===== src/rtl/i2c_slave_regfile.sv =====
// I2C target with an auto-incrementing byte register file, clocked by the system clock.
// SCL/SDA are oversampled; every bus action keys off synchronised edge/START/STOP events.
module i2c_slave_regfile #(
  parameter logic [6:0] SLAVE_ADDR = 7'h05,
  parameter int         DEPTH      = 16,
  parameter bit         MSB_FIRST  = 1'b1,
  localparam int        PTR_W      = $clog2(DEPTH)
) (
  input  logic             clk,
  input  logic             RESET,
  input  logic             scl_i,
  input  logic             sda_i,
  output logic             sda_oe,
  output logic             busy,
  output logic             reg_wr,
  output logic [PTR_W-1:0] reg_wr_addr,
  output logic [7:0]       reg_wr_data,
  input  logic [PTR_W-1:0] rd_addr,
  output logic [7:0]       rd_data
);

  typedef enum logic [3:0] {
    IDLE, ADDR, ADDR_ACK, PTR, PTR_ACK, WDATA, WDATA_ACK, RDATA, RACK
  } state_t;

  state_t             state_q, state_d;
  logic [3:0]         bitcnt_q, bitcnt_d;
  logic [7:0]         shreg_q, shreg_d;
  logic [PTR_W-1:0]   ptr_q, ptr_d;
  logic               rw_q, rw_d;
  logic               busy_q, busy_d;
  logic               oe_q, oe_d;
  logic               wr_pend_q, wr_pend_d;
  logic               scl_s1_q, scl_s2_q, scl_p_q;
  logic               sda_s1_q, sda_s2_q, sda_p_q;
  logic               reg_wr_q;
  logic [PTR_W-1:0]   reg_wr_addr_q;
  logic [7:0]         reg_wr_data_q, rd_data_q;
  logic [7:0]         mem_q [DEPTH];

  logic scl_rise, scl_fall, bus_start, bus_stop;

  function automatic logic [7:0] shift_in(input logic [7:0] sh, input logic b);
    return MSB_FIRST ? {sh[6:0], b} : {b, sh[7:1]};
  endfunction

  function automatic logic tx_bit(input logic [7:0] byte_v, input logic [2:0] idx);
    return MSB_FIRST ? byte_v[3'd7 - idx] : byte_v[idx];
  endfunction

  assign scl_rise  =  scl_s2_q & ~scl_p_q;
  assign scl_fall  = ~scl_s2_q &  scl_p_q;
  assign bus_start =  scl_s2_q &  scl_p_q &  sda_p_q & ~sda_s2_q;
  assign bus_stop  =  scl_s2_q &  scl_p_q & ~sda_p_q &  sda_s2_q;

  always_comb begin
    state_d   = state_q;
    bitcnt_d  = bitcnt_q;
    shreg_d   = shreg_q;
    ptr_d     = ptr_q;
    rw_d      = rw_q;
    busy_d    = busy_q;
    oe_d      = oe_q;
    wr_pend_d = 1'b0;
    // The write itself happens in the sequential block; advance the pointer alongside it.
    if (wr_pend_q) ptr_d = ptr_q + PTR_W'(1);
    if (bus_start) begin
      state_d  = ADDR;
      bitcnt_d = 4'd0;
      oe_d     = 1'b0;
    end else if (bus_stop) begin
      state_d = IDLE;
      oe_d    = 1'b0;
      busy_d  = 1'b0;
    end else if (scl_rise) begin
      case (state_q)
        ADDR, PTR, WDATA: if (bitcnt_q < 4'd8) begin
          shreg_d  = shift_in(shreg_q, sda_s2_q);
          bitcnt_d = bitcnt_q + 4'd1;
          if (state_q == WDATA && bitcnt_q == 4'd7) wr_pend_d = 1'b1;
        end
        RDATA: if (bitcnt_q < 4'd8) bitcnt_d = bitcnt_q + 4'd1;
        RACK: if (bitcnt_q == 4'd0) begin
          if (!sda_s2_q) begin
            ptr_d    = ptr_q + PTR_W'(1);
            bitcnt_d = 4'd1;
          end else begin
            state_d = IDLE;
            busy_d  = 1'b0;
            oe_d    = 1'b0;
          end
        end
        default: ;
      endcase
    end else if (scl_fall) begin
      case (state_q)
        ADDR: if (bitcnt_q == 4'd8) begin
          if (shreg_q[7:1] == SLAVE_ADDR) begin
            busy_d  = 1'b1;
            oe_d    = 1'b1;
            rw_d    = shreg_q[0];
            state_d = ADDR_ACK;
          end else begin
            busy_d  = 1'b0;
            state_d = IDLE;
          end
        end
        ADDR_ACK: begin
          bitcnt_d = 4'd0;
          if (rw_q) begin
            shreg_d = mem_q[ptr_q];
            oe_d    = ~tx_bit(mem_q[ptr_q], 3'd0);
            state_d = RDATA;
          end else begin
            oe_d    = 1'b0;
            state_d = PTR;
          end
        end
        PTR: if (bitcnt_q == 4'd8) begin
          ptr_d   = shreg_q[PTR_W-1:0];
          oe_d    = 1'b1;
          state_d = PTR_ACK;
        end
        WDATA: if (bitcnt_q == 4'd8) begin
          oe_d    = 1'b1;
          state_d = WDATA_ACK;
        end
        PTR_ACK, WDATA_ACK: begin
          oe_d     = 1'b0;
          bitcnt_d = 4'd0;
          state_d  = WDATA;
        end
        RDATA: begin
          if (bitcnt_q < 4'd8) begin
            oe_d = ~tx_bit(shreg_q, bitcnt_q[2:0]);
          end else begin
            oe_d     = 1'b0;
            bitcnt_d = 4'd0;
            state_d  = RACK;
          end
        end
        // Master ACKed: present the next byte on the fall that ends the ACK clock.
        RACK: if (bitcnt_q == 4'd1) begin
          shreg_d  = mem_q[ptr_q];
          oe_d     = ~tx_bit(mem_q[ptr_q], 3'd0);
          bitcnt_d = 4'd0;
          state_d  = RDATA;
        end
        default: ;
      endcase
    end
  end

  always_ff @(posedge clk) begin
    if (RESET) begin
      scl_s1_q      <= 1'b1;
      scl_s2_q      <= 1'b1;
      scl_p_q       <= 1'b1;
      sda_s1_q      <= 1'b1;
      sda_s2_q      <= 1'b1;
      sda_p_q       <= 1'b1;
      state_q       <= IDLE;
      bitcnt_q      <= 4'd0;
      shreg_q       <= 8'h00;
      ptr_q         <= '0;
      rw_q          <= 1'b0;
      busy_q        <= 1'b0;
      oe_q          <= 1'b0;
      wr_pend_q     <= 1'b0;
      reg_wr_q      <= 1'b0;
      reg_wr_addr_q <= '0;
      reg_wr_data_q <= 8'h00;
      rd_data_q     <= 8'h00;
      for (int i = 0; i < DEPTH; i++) mem_q[i] <= 8'h00;
    end else begin
      scl_s1_q  <= scl_i;
      scl_s2_q  <= scl_s1_q;
      scl_p_q   <= scl_s2_q;
      sda_s1_q  <= sda_i;
      sda_s2_q  <= sda_s1_q;
      sda_p_q   <= sda_s2_q;
      state_q   <= state_d;
      bitcnt_q  <= bitcnt_d;
      shreg_q   <= shreg_d;
      ptr_q     <= ptr_d;
      rw_q      <= rw_d;
      busy_q    <= busy_d;
      oe_q      <= oe_d;
      wr_pend_q <= wr_pend_d;
      reg_wr_q  <= wr_pend_q;
      if (wr_pend_q) begin
        mem_q[ptr_q]  <= shreg_q;
        reg_wr_addr_q <= ptr_q;
        reg_wr_data_q <= shreg_q;
      end
      // Write-first: a same-cycle write to the read index is forwarded.
      rd_data_q <= (wr_pend_q && ptr_q == rd_addr) ? shreg_q : mem_q[rd_addr];
    end
  end

  assign sda_oe      = oe_q;
  assign busy        = busy_q;
  assign reg_wr      = reg_wr_q;
  assign reg_wr_addr = reg_wr_addr_q;
  assign reg_wr_data = reg_wr_data_q;
  assign rd_data     = rd_data_q;

endmodule


===== config.mk =====
export PLATFORM = sky130hd
export DESIGN_NAME = i2c_slave_regfile
export DESIGN_NICKNAME = d
export VERILOG_FILES = /design/src/rtl/i2c_slave_regfile.sv
export SDC_FILE = /design/constraint.sdc
export NUM_CORES = 1
export LEC_CHECK = 0
export BUFFER_PORTS_ARGS = -buffer_cell sky130_fd_sc_hd__buf_2
export CORE_ASPECT_RATIO = 0.8
export CORE_MARGIN = 5
export CORE_UTILIZATION = 30
export CTS_CLUSTER_DIAMETER = 150
export DETAILED_ROUTE_END_ITERATION = 8
export GPL_TIMING_DRIVEN = 0
export HOLD_SLACK_MARGIN = 0.15
export PLACE_DENSITY = 0.5
export SLEW_MARGIN = 30
export SYNTH_ARGS = -nofsm -noshare
export SYNTH_HDL_FRONTEND = slang
export SYNTH_SLANG_ARGS = --single-unit

===== constraint.sdc =====
create_clock -name clk -period 4.4 [get_ports clk]
set_input_delay 0.44 -clock clk [delete_from_list [all_inputs] [get_ports clk]]
set_output_delay 0.44 -clock clk [all_outputs]
set_load 0.02 [all_outputs]

* Word-level counts from Yosys, hierarchy flattened
Memories as Yosys holds them, arrays and structs flattened. A register that Yosys moved wholly into a read port is not among the register bits. Index checks and enable logic that the tools add are counted.
Storage, ports and cells: word-level logic and storage cells 181, bits in registers 43, RAM bits 128, input bits 8, memories 1
Memories:
- mem_q | depth 16, bits a word 8, rd ports 2, clocked after Yosys merged registers in 2, wr ports 16, line 39 | logic [7:0] mem_q [DEPTH];
Operators by class: eq/ne operators 40, $lt $le $gt $ge 2, bitwise logic cells 18, reductions and logical operators 28, multiplexer cells 71, add/subtract/negate cells 3
Operator list (count):
- $mux W4 | 29
- $mux W8 | 7
- $pmux W4 S7 | 1
- $mux W1 | 27
- $ne A3 B3 Y1 const B | 8
- $eq A4 B3 Y1 const B | 5
- $ne A5 B5 Y1 const B | 4
- $reduce_and A10 Y1 | 2
- $reduce_and A9 Y1 | 2
- $pmux W8 S2 | 1
- $reduce_and A7 Y1 | 2
- $ne A3 B2 Y1 const B | 4
- $pmux W4 S3 | 1
- $reduce_bool A3 Y1 | 4
- $not A1 Y1 | 11
- $ne A3 B1 Y1 const B | 3
- $reduce_bool A9 Y1 | 1
- $reduce_or A3 Y1 | 3
- $add A4 B1 Y4 const B | 2
- $eq A4 B1 Y1 const B | 2
- $eq A4 B2 Y1 const B | 2
- $eq A4 B4 Y1 const B | 2
- $ne A2 B1 Y1 const B | 4
- $ne A4 B1 Y1 const B | 2
- 24 further kinds | 33

* Logic depth before layout (Yosys ltp)
depth in word-level cells 9, mapped depth 10, mapped depth without buffers 7

* Worst setup path before layout
OpenSTA, ideal clock, no wires.
path type reg-to-reg, start register ptr_q[2], end memory mem_q[0][0], enable pin, path buffers 4, arrival 1.962 ns, slack 2.051 ns, period minus slack after synthesis 2.349 ns, cell stages (with the launch flop) 6, cells stage by stage dfxtp_1 -> clkbuf_1 -> clkbuf_1 -> clkbuf_1 -> clkbuf_1 -> o31ai_1
RTL lines:
- start, declared | line 29 | logic [PTR_W-1:0] ptr_q, ptr_d;
- start signal, assigned | line 185 | ptr_q <= ptr_d;
- end, declared | line 39

==> impl_results.md <==
* Core Rows at 58
* Netlist cell types at 59
* Critical Path RT at 4.61 ns
* Core Region at 31500 sq um
* Clock sink count at 179
* Net Count, Synth at 772
* Final Cell Area at 10900 sq um
* Sw frac at 0.253
* Largest cells by area after synthesis: edfxtp_1, mux4_2, dfxtp_1
* Average cell area after synthesis at 12.7 sq um
* Top Ports at 31
* Worst-Margin Slew at 0.956 ns
* Top_reg_cell synth: edfxtp_1
* Die Y at 170 microns
* Vias in the first global route at 6854
* Final HPWL DP at 23.7 mm
* Layout area overhead at 13.7%
* Initial antenna violation count at 0
* Cell taking the most area after synthesis: edfxtp_1
* Slew HR at 0.358
* Final hold viol count at 0
* Gr usage total at 0.182
* Final #Nets at 820
* Number of nets with antenna violations after routing at 0
* Internal Dissipation at 0.00286 W
* Post-CTS Hold Fix Bufs at 0
* Setup repair bufs after CTS at 0
* H-tree depth reported by CTS at 4
* Share of cells above drive strength 1 at 0.220
* Clock power share at 0.422
* Pwr/cell area at 350 nW/um^2
* Status: finished, final reports clean
* Reg2reg start: ptr_q[2]
* Later-pin clock latency in the skew report at 0.46 ns
* Pin count of the biggest net entering global routing at 19
* Combinational Power Share at 0.080
* Sequential share of the synthesized area at 0.506
* Period utilization at 0.734
* Final min period at 3.23 ns
* Finished Layout Cells at 1235
* Crit path arrival time at 3.43 ns
* Final setup violation count at 0
* CTS Buf Count at 17
* Post_cts resized at 0
* First-pass GRT wire length at 47.8 mm
* Sequential power share at 0.499
* Clock Skew at 0.0206 ns
* Starting density of the core at 0.305
* Synth Warn # at 0
* DP Area at 10300 sq um
* Ant diodes at 0
* Layout fillers at 3130
* Die footprint at 35700 sq um
* Critical path origin: ptr_q[2]
* Total Power at 0.00383 W
* # port buffers at 25
* Post-synth ARST share at 0
* WS Path Type: reg -> reg
* Max Slew Vio Count at 0
* Critical Path End: mem_q[3][2]
* Lkg Pwr at 3.25 nW
* Total negative slack at 0 ns
* EDFF count, synth at 128
* Startpoint type of the worst setup path: flop
* Crit path max fanout at 10
* R2R setup slack at 1.17 ns
* Final WL at 32.7 mm
* F_max at 310 MHz
* Placed cells at 1203
* Unrepaired setup endpoints after global routing: false
* Remaining DRCs at 0
* Routability cong. at 0.943
* Worst setup EP type: flop
* Switch Pwr at 0.000970 W
* Reg2reg path depth at 6
* Drt first pass iters at 7
* Post-synth top area share at 0.400
* Routed len/inst at 26.5 microns
* CTS Buffer Depth at 2
* Reg2reg end: mem_q[3][2]
* Peak VDD IR at 0.212 mV
* Tightest Hold Check Type: in -> reg
* Grt ovf at 0
* Mapped Area at 9610 sq um
* #FFs+latches synth at 179
* Clk root buf: clkbuf_16
* Max-cap violations at 0
* TritonCTS clock tree: built
* Via count at 7244
* Die width at 210 microns
* Synth Instances at 754
* CTS clock-pin slew for the worst setup and hold paths at 0.08 ns
* Vias per cell at 5.87
* Number of DRC markers after the initial detailed-route iteration at 901
layout make-up:
type	instances	area (sq um)	share of cell area
flip-flops and latches	179	4860	0.445
clock buffers	17	425	0.0389
plain buffers	86	362	0.0331
well taps	420	526	0.0481
clock inverters	15	183	0.0167
multi-input cells	468	4340	0.397
inverters	21	78.8	0.00721
repair buffers	29	155	0.0142
sequential cells by signal, indices dropped and copies added, names as in the netlist:
name / flops
reg_wr_addr: 4
sda_s2_q: 1
sda_s1_q: 1
reg_wr: 1
rd_data: 8
state_q: 4
shreg_q: 8
bitcnt_q: 4
reg_wr_data: 8
wr_pend_q: 1
mem_q: 128
sda_p_q: 1
scl_s2_q: 1
ptr_q: 4
scl_s1_q: 1
scl_p_q: 1
busy: 1
rw_q: 1
sda_oe: 1
placed cells by master, fill, tap and decap left out, types with 8 or more instances in the layout:
cell and n:
edfxtp_1 128, nor3_1 100, mux4_2 82, clkbuf_1 69, dfxtp_1 51, nor4_1 39, buf_2 32, nand2_1 28
nor2_1 27, mux2i_1 21, clkbuf_16 17, inv_1 13, o21ai_1 11, a211oi_1 11, o21ai_0 10, ha_1 10
clkinv_1 8, a22o_1 8
cells in the mapped netlist (all sizes together) (7+ instances only):
cell type / n
and2: 10
or2: 7
nand2: 28
nor2: 27
o21ai: 22
a22o: 8
clkinv: 8
mux4: 82
a2111oi: 7
a211oi: 12
nor4: 40
edfxtp: 128
dfxtp: 51
buf: 17
mux2i: 21
a21oi: 7
nand3: 7
nor3: 100
inv: 13
clkbuf: 69
ha: 10
power by group through the flow:
stage,clock network [W],logic [W],registers (W)
finish,0.00162,0.000306,0.00191
global route,0.00170,0.000317,0.00192
CTS,0.00163,0.000299,0.00191
detailed placement,0,0.000298,0.00195
global placement,0,0.000293,0.00194
floorplan,0,0.000180,0.00194
cells by family after synthesis:
family,synth area share
muxes,0.218
xor gates and xnor gates,0.0100
AOI/OAI and AO/OA,0.0694
DFF,0.506
and+or+nand+nor,0.138
adders and majority gates,0.0130
buffers and inverters,0.0458
worst max-delay path, cell delays in order (launching register included):
cell      delay [ns]
dfxtp_1         0.31
clkbuf_1        0.54
clkbuf_1        0.51
clkbuf_1        0.52
clkbuf_1        0.60
o31ai_2         0.25
buf_4           0.25
routing by layer:
layer  global-route usage  wire length [microns]  vias up
li1                     -                      -     3094
met1                0.273                  14600     3707
met2                0.254                  13600      418
met3               0.0684                   4180       25
met4               0.0326                    331        0
met5                    0                      0        -
metrics by stage:
step	utilization	hold WS [ns]	worst slack, ns
finish	0.347	0.170	1.17
global route	0.347	0.160	1.05
CTS	0.347	0.164	1.18
detailed placement	0.328	0.395	1.16
global placement	0.326	0.395	0.845
floorplan	-	0.389	2.05
worst min path at each step:
stage | slack, ns | end | depth (start not counted) | startpoint
after global placement | 0.40 | scl_s2_q | 1 | scl_s1_q
after detailed placement | 0.39 | sda_s2_q | 1 | sda_s1_q
after global routing | 0.16 | sda_s1_q | 2 | sda_i
after floorplan | 0.39 | scl_s2_q | 1 | scl_s1_q
final | 0.17 | sda_s1_q | 2 | sda_i
after CTS | 0.16 | sda_s1_q | 2 | sda_i
Power figures use the tool's default switching activity.
